### src/rtl/alu_pkg.sv
// Shared ALU definitions: operation codes used by ALU control and the execute stage,
// the buffered result entry, and the execute-stage buffer states.
package alu_pkg;

    localparam logic [3:0] OP_AND = 4'b0000;
    localparam logic [3:0] OP_OR  = 4'b0001;
    localparam logic [3:0] OP_ADD = 4'b0010;
    localparam logic [3:0] OP_SUB = 4'b0110;

    // Entries are sized for the widest legal datapath; narrower stages use the low bits.
    localparam int ALU_MAX_WIDTH = 64;

    typedef struct packed {
        logic [ALU_MAX_WIDTH-1:0] result;
        logic                     zero;
        logic                     overflow;
        logic                     illegal;
    } alu_entry_t;

    typedef enum logic [1:0] {
        BUF_EMPTY = 2'd0,
        BUF_ONE   = 2'd1,
        BUF_TWO   = 2'd2
    } alu_buf_state_e;

endpackage

### src/rtl/alu_core.sv
// Combinational ALU: computes result and flags for one operand pair.
module alu_core
    import alu_pkg::*;
#(
    parameter int WIDTH = 64
) (
    input  logic [WIDTH-1:0] a,
    input  logic [WIDTH-1:0] b,
    input  logic [3:0]       operation,
    output logic [WIDTH-1:0] result,
    output logic             zero,
    output logic             overflow,
    output logic             illegal
);

    always_comb begin
        result   = '0;
        overflow = 1'b0;
        illegal  = 1'b0;
        case (operation)
            OP_AND: result = a & b;
            OP_OR:  result = a | b;
            OP_ADD: begin
                result   = a + b;
                overflow = (a[WIDTH-1] == b[WIDTH-1]) && (result[WIDTH-1] != a[WIDTH-1]);
            end
            OP_SUB: begin
                result   = a - b;
                overflow = (a[WIDTH-1] != b[WIDTH-1]) && (result[WIDTH-1] != a[WIDTH-1]);
            end
            default: illegal = 1'b1;
        endcase
    end

    // Illegal codes leave result at zero, so zero is asserted for them as well.
    assign zero = (result == '0);

endmodule

### src/rtl/alu_exec_stage.sv
// Execute-stage ALU with a registered-ready, two-entry skid buffer in front of EX/MEM.
// Entry M drives the outputs; entry S catches the one op accepted while M is stalled.
module alu_exec_stage
    import alu_pkg::*;
#(
    parameter int WIDTH = 64
) (
    input  logic             clk,
    input  logic             reset_n,
    input  logic             Flush,
    input  logic             InValid,
    output logic             InReady,
    input  logic [WIDTH-1:0] A,
    input  logic [WIDTH-1:0] B,
    input  logic [3:0]       Operation,
    output logic             OutValid,
    input  logic             OutReady,
    output logic [WIDTH-1:0] Result,
    output logic             Zero,
    output logic             Overflow,
    output logic             Illegal
);

    logic [WIDTH-1:0] core_result;
    logic             core_zero;
    logic             core_overflow;
    logic             core_illegal;
    alu_entry_t       new_entry;

    alu_core #(.WIDTH(WIDTH)) u_core (
        .a         (A),
        .b         (B),
        .operation (Operation),
        .result    (core_result),
        .zero      (core_zero),
        .overflow  (core_overflow),
        .illegal   (core_illegal)
    );

    always_comb begin
        new_entry.result   = ALU_MAX_WIDTH'(core_result);
        new_entry.zero     = core_zero;
        new_entry.overflow = core_overflow;
        new_entry.illegal  = core_illegal;
    end

    alu_buf_state_e state_reg, state_next;
    alu_entry_t     m_reg, m_next;
    alu_entry_t     s_reg, s_next;
    logic           in_ready_reg, in_ready_next;
    logic           accept;
    logic           drain;

    assign accept = InValid && in_ready_reg;
    assign drain  = (state_reg != BUF_EMPTY) && OutReady;

    always_ff @(posedge clk or negedge reset_n) begin
        if (!reset_n) begin
            state_reg    <= BUF_EMPTY;
            m_reg        <= '0;
            s_reg        <= '0;
            in_ready_reg <= 1'b1;
        end else begin
            state_reg    <= state_next;
            m_reg        <= m_next;
            s_reg        <= s_next;
            in_ready_reg <= in_ready_next;
        end
    end

    always_comb begin
        state_next = state_reg;
        m_next     = m_reg;
        s_next     = s_reg;
        if (Flush) begin
            state_next = BUF_EMPTY;
            m_next     = '0;
            s_next     = '0;
        end else begin
            case (state_reg)
                BUF_EMPTY: begin
                    if (accept) begin
                        m_next     = new_entry;
                        state_next = BUF_ONE;
                    end
                end
                BUF_ONE: begin
                    if (drain && accept) begin
                        m_next = new_entry;
                    end else if (drain) begin
                        m_next     = '0;
                        state_next = BUF_EMPTY;
                    end else if (accept) begin
                        s_next     = new_entry;
                        state_next = BUF_TWO;
                    end
                end
                BUF_TWO: begin
                    // Accept is normally blocked here by the registered ready.
                    if (drain) begin
                        m_next = s_reg;
                        if (accept) begin
                            s_next = new_entry;
                        end else begin
                            s_next     = '0;
                            state_next = BUF_ONE;
                        end
                    end
                end
                default: begin
                    state_next = BUF_EMPTY;
                    m_next     = '0;
                    s_next     = '0;
                end
            endcase
        end
    end

    // Ready depends only on the next buffer occupancy, never on OutReady combinationally.
    assign in_ready_next = (state_next != BUF_TWO);

    assign InReady  = in_ready_reg;
    assign OutValid = (state_reg != BUF_EMPTY);
    assign Result   = m_reg.result[WIDTH-1:0];
    assign Zero     = m_reg.zero;
    assign Overflow = m_reg.overflow;
    assign Illegal  = m_reg.illegal;

endmodule

### config.mk
export PLATFORM = sky130hd
export DESIGN_NAME = alu_exec_stage
export DESIGN_NICKNAME = d
export VERILOG_FILES = /design/src/rtl/alu_pkg.sv /design/src/rtl/alu_core.sv /design/src/rtl/alu_exec_stage.sv
export SDC_FILE = /design/constraint.sdc
export NUM_CORES = 1
export LEC_CHECK = 0
export BUFFER_PORTS_ARGS = -buffer_cell sky130_fd_sc_hd__buf_2
export CORE_UTILIZATION = 53
export CTS_BUF_LIST = sky130_fd_sc_hd__clkbuf_8
export DETAILED_ROUTE_END_ITERATION = 7
export PLACE_DENSITY = 0.72
export SYNTH_ARGS = -nofsm -noshare
export SYNTH_HDL_FRONTEND = slang
export SYNTH_SLANG_ARGS = --single-unit
### constraint.sdc
create_clock -name clk -period 2.11 [get_ports clk]
set_input_delay 0.3165 -clock clk [delete_from_list [all_inputs] [get_ports clk]]
set_output_delay 0.3165 -clock clk [all_outputs]
set_load 0.05 [all_outputs]
==> summary.txt, run 1 <==
Clock network
  – Clock sink total: 137
  – Clock root buffer master: clkbuf_8
  – Number of H-tree levels: 4
  – Clock buffer count from CTS: 25
  – Clock Path Buffers: 3

Logic synthesis
  – Fraction of synthesis flops using an asynchronous set or reset pin: 100.0%
  – #FFs+latches synth: 137
  – Most used DFF post-synth: dfrtp_1
  – Top cell types by occurrence after synthesis: nand2_1, a21oi_1, inv_1
  – Net count after synthesis: 2783
  – Number of enable flip-flop cells after synthesis: 0
  – Number of distinct library cells after synthesis: 103
  – Leading post-synthesis cells by cell area: dfrtp_1, ha_1, a21oi_1, o21ai_0, nand2_1
  – Most frequent cell after synthesis: nand2_1
  – Share of synthesized area occupied by flip-flops and latches: 19.14%
  – Cell Area, Synth: 17910 um^2
  – Avg Cell Area, Syn: 7.357 um^2
  – Mapped Cells: 2435
  – Synth warn: 0
  – Cell type with the largest total area after synthesis: dfrtp_1
  – Top cell type's share of synthesized area: 19.00%

Outcome
  – Run status: did not finish
  – Error message: [ERROR DPL-0038] Utilization greater than 100%, impossible to legalize
  – Stop stage: 5_1_grt

Global route
  – Pin count of the biggest net entering global routing: 70

Floorplanning
  – Ports placed on the boundary: 206
  – Die boundary width: 185.9 um
  – Initial Util: 54.51%
  – Height of the die: 185.9 um
  – Floorplan row count: 66

Placement
  – Port Buf Inserts: 205
  – Post-DP HPWL: 70.72 mm
  – Placer congestion estimate: 1.146
  – Worst setup timing slack at the placement stage: -2.417 ns
## metrics by stage
| stage | cells | instance area, um^2 | util [%] | setup TNS [ns] |
|---|---|---|---|---|
| 2_1_floorplan | 2435 | 19190 | - | -50.37 |
| 3_3_place_gp | 3856 | 27130 | 82.55 | -150.44 |
| 3_5_place_dp | 3856 | 27130 | 82.55 | -160.46 |
| 4_1_cts | 3953 | 29910 | 91.02 | -74.04 |
## cell families after synthesis
group | Yosys count | share of synthesized area, %
xor+xnor | 55 | 2.689
flops | 137 | 19.14
buf+inv | 371 | 8.262
simple gates | 746 | 20.54
compound gates | 881 | 32.62
fa+ha+maj | 211 | 14.82
mux | 34 | 1.928
## repair_timing
action	4_1_cts
setup buffers	70
pin swaps	124
cloned	0
hold endpoints to repair	49
resized for setup	407
hold buffers	1
setup endpoints to repair	127
==> inputs of run 2 (changes only) <==
Settings changed: CORE_UTILIZATION 53 to 38, CTS_BUF_LIST sky130_fd_sc_hd__clkbuf_8 to not set, PLACE_DENSITY 0.72 to not set, PLACE_DENSITY_LB_ADDON set to 0.15.
Clock period 2.11 ns to 2.7 ns, I/O delays scaled along.
==> run 2 against run 1 <==
Net effect:
- the flow now finishes, with violations (negative setup slack)
- synthesized cell count unchanged
- synthesized area unchanged
==> summary.txt, run 2 <==
Route
  – Number of iterations in the first detailed-routing pass: 5
  – DRC: 0
  – Mean routed wirelength per cell: 22.49 um
  – Post-route antenna net violation count: 0
  – Average vias per placed instance: 5.784
  – Drt first-iter violations: 2479
  – DR vias: 24.70k
  – WL final: 96.05 mm

Floorplanning
  – Floorplan row count: 79 (+20%)
  – Ports placed on the boundary: 206 (unchanged)
  – Initial Util: 38.48% (-16 points)
  – Core footprint: 46560 um^2
  – Die boundary width: 219.1 um (+18%)
  – Die Area: 48020 um^2
  – Height of the die: 219.1 um (+18%)

Setup path
  – Start point of the critical path: B[17]
  – Slowest stage cell, crit path: a211oi_4
  – Critical path fanouts, max: 3
  – Setup crit end kind: flop
  – Critical setup path kind: in -> reg
  – WP data required: 3.06 ns
  – Max stage delay on crit path: 0.40 ns
  – Cell chain of the critical path: buf_8 -> inv_6 -> ha_4 -> nor4_4 -> nand3_2 -> a211oi_4 -> nor4_4 -> buf_4 -> buf_6 -> buf_6 -> o221ai_4 -> buf_6 -> o21ai_4 -> or3_4 -> a31oi_4 -> buf_6 -> nand2_2 -> nand4b_1 -> nor3_4 -> and4_1 -> a211o_1
  – CP most frequent cell: buf_6
  – Launching element type of the critical path: input pin
  – Critical Path AT: 4.19 ns
  – Critical R2R Launch: state_reg[1]

Logic synthesis
  – Avg Cell Area, Syn: 7.357 um^2 (unchanged)
  – Most frequent cell after synthesis: nand2_1
  – Share of synthesized area occupied by flip-flops and latches: 19.14% (unchanged)
  – Cell type with the largest total area after synthesis: dfrtp_1
  – Number of distinct library cells after synthesis: 103 (unchanged)
  – Synth warn: 0 (unchanged)
  – Net count after synthesis: 2783 (unchanged)
  – Leading post-synthesis cells by cell area: dfrtp_1, ha_1, a21oi_1, o21ai_0, nand2_1
  – Number of enable flip-flop cells after synthesis: 0 (unchanged)
  – Most used DFF post-synth: dfrtp_1
  – Top cell types by occurrence after synthesis: nand2_1, a21oi_1, inv_1
  – Mapped Cells: 2435 (unchanged)
  – Top cell type's share of synthesized area: 19.00% (unchanged)
  – Cell Area, Synth: 17910 um^2 (unchanged)
  – #FFs+latches synth: 137 (unchanged)
  – Fraction of synthesis flops using an asynchronous set or reset pin: 100.0% (unchanged)

Final layout
  – Leading cell type in the layout, fill and taps excluded: buf_4
  – Fin area: 32720 um^2
  – Highest-count cells in the layout ignoring fill and taps: buf_4, nand2_1, buf_2
  – Number of flip-flops under the largest register name: 67
  – Fraction of final layout cells sized beyond drive strength 1: 53.09%
  – Final standard cell utilization of the core: 70.29%
  – Filler Cells Inserted: 3772
  – Area Growth Syn to Fin: 82.67%
  – Number of nets in the final layout: 3998

Pwr
  – Worst IR Drop VDD: 0.9250 mV
  – Standby leakage power: 15.19 nW
  – Power density over the cells: 350.6 nW/um^2

Clock network
  – Clock root buffer master: clkbuf_16
  – Clock latency at the later pin of the worst-skew pair: 0.42 ns
  – Clock sink total: 137 (unchanged)
  – Clock tree from TritonCTS: built
  – Clock buffer count from CTS: 17 (-32%)
  – Clock Path Buffers: 2 (-1)
  – Number of H-tree levels: 4 (unchanged)
  – Clock Pin Slew Worst Setup and Hold Paths: 0.06 ns

Global route
  – Number of global-route vias before repair: 23.81k
  – GRT Residual Overflow: 0
  – Number of antenna violations at the first check in global routing: 1
  – Pin count of the biggest net entering global routing: 67
  – Wire length of the first global-routing pass: 141.3 mm
  – Total routing resource utilization after global routing: 38.31%

Timing
  – Final count of pins violating max slew: 0
  – Time the final worst path needs with I/O delays and setup: 3.822 ns
  – RSZ-0062 raised after global routing: yes
  – Max frequency: 261.7 MHz
  – Slew of the pin with the lowest slew margin: 1.004 ns
  – Slew HR: 32.91%
  – Worst Setup Slack, final: -1.122 ns
  – Worst clock skew: 0.008061 ns
  – Final clock period utilization by the worst path: 141.6%
  – Setup-violating endpoint count in the final report: 97
  – Final hold viol count: 0

Placement
  – Placer congestion estimate: 1.043 (-9.0%)
  – Placed standard-cell area: 27320 um^2 (+0.68%)
  – Post-DP HPWL: 75.58 mm (+6.9%)
  – Port Buf Inserts: 205 (unchanged)

Outcome
  – Failing checks: negative setup slack
  – Run status: finished with violations

Worst hold path
  – Hold crit path type: in -> reg
  – Start point of the worst hold path: Flush

Flow run
  – Max capacitance violation total: 0
## run 2: layout make-up
cell class                 instances  area [um^2]  area share (%)
tap                              607        759.5           2.321
antenna                            1        2.502        0.007647
multi-input combinational       1928        16600           50.72
sequential                       137         3430           10.48
inverter                         223        907.1           2.772
timing repair buffer            1343        10420           31.84
clock buffer                      18        439.2           1.342
clock inverter                    13        167.7          0.5124
## run 2: final timing paths
kind / cells after the start / slack (ns) / endpoint
min in group asynchronous: 2 / 0.46 / s_reg[8]
hold / removal: 2 / 0.32 / state_reg[0]
setup reg to reg: 9 / 0.02 / Result[52]
setup / recovery: 21 / -1.12 / Zero
max in group asynchronous: 3 / 1.48 / Result[47]
hold reg to reg: 2 / 0.47 / Result[6]
## run 2: timing repair
item | CTS | global route
hold buffers | 1 | 0
buffers inserted | 121 | 91
endpoints found under the hold margin | 39 | 0
pin swaps | 209 | 212
gates cloned | 0 | 1
gates resized for setup | 543 | 263
setup endpoints to repair | 107 | 108
## run 2: report_power, final
group          switching, W  total [W]  internal (W)
registers         0.0000342    0.00214       0.00211
clock network      0.000914    0.00239       0.00148
logic               0.00378    0.00694       0.00315
## run 2: cell families after synthesis
| family | count (synthesis) | synth area share, % |
|---|---|---|
| buffers and inverters | 371 | 8.262 |
| AOI/OAI and AO/OA | 881 | 32.62 |
| and+or+nand+nor | 746 | 20.54 |
| xor gates and xnor gates | 55 | 2.689 |
| muxes | 34 | 1.928 |
| adders and majority gates | 211 | 14.82 |
| DFF | 137 | 19.14 |
## run 2: critical path: cells and delay by family
family,cells,cell delay [ns]
compound gates,5,1.02
simple gates,8,1.70
fa+ha+maj,1,0.21
buf+inv,7,0.85
## run 2: layer usage
layer | vias up | global-route usage (%) | part of all wire [%]
li1 | 11310 | - | -
met1 | 12056 | 53.23 | 43
met2 | 1111 | 61.43 | 45
met3 | 220 | 4.006 | 7.2
met4 | 0 | 12.89 | 3.8
met5 | - | 0 | 0
## run 2: through the flow
stage	hold WS, ns	TNS, ns	total power (W)	setup WS (ns)	cells
after floorplan	0.1094	-6.998	0.004831	-0.8273	2435
final	0.3221	-39.05	0.01147	-1.122	4270
after global placement	0.3404	-101.96	0.007587	-1.806	4070
after CTS	0.2911	-32.66	0.01085	-1.162	4204
after detailed placement	0.3458	-108.30	0.007637	-1.899	4070
after global routing	0.3011	-46.03	0.01195	-1.251	4270
(Power assumes the default switching activity.)
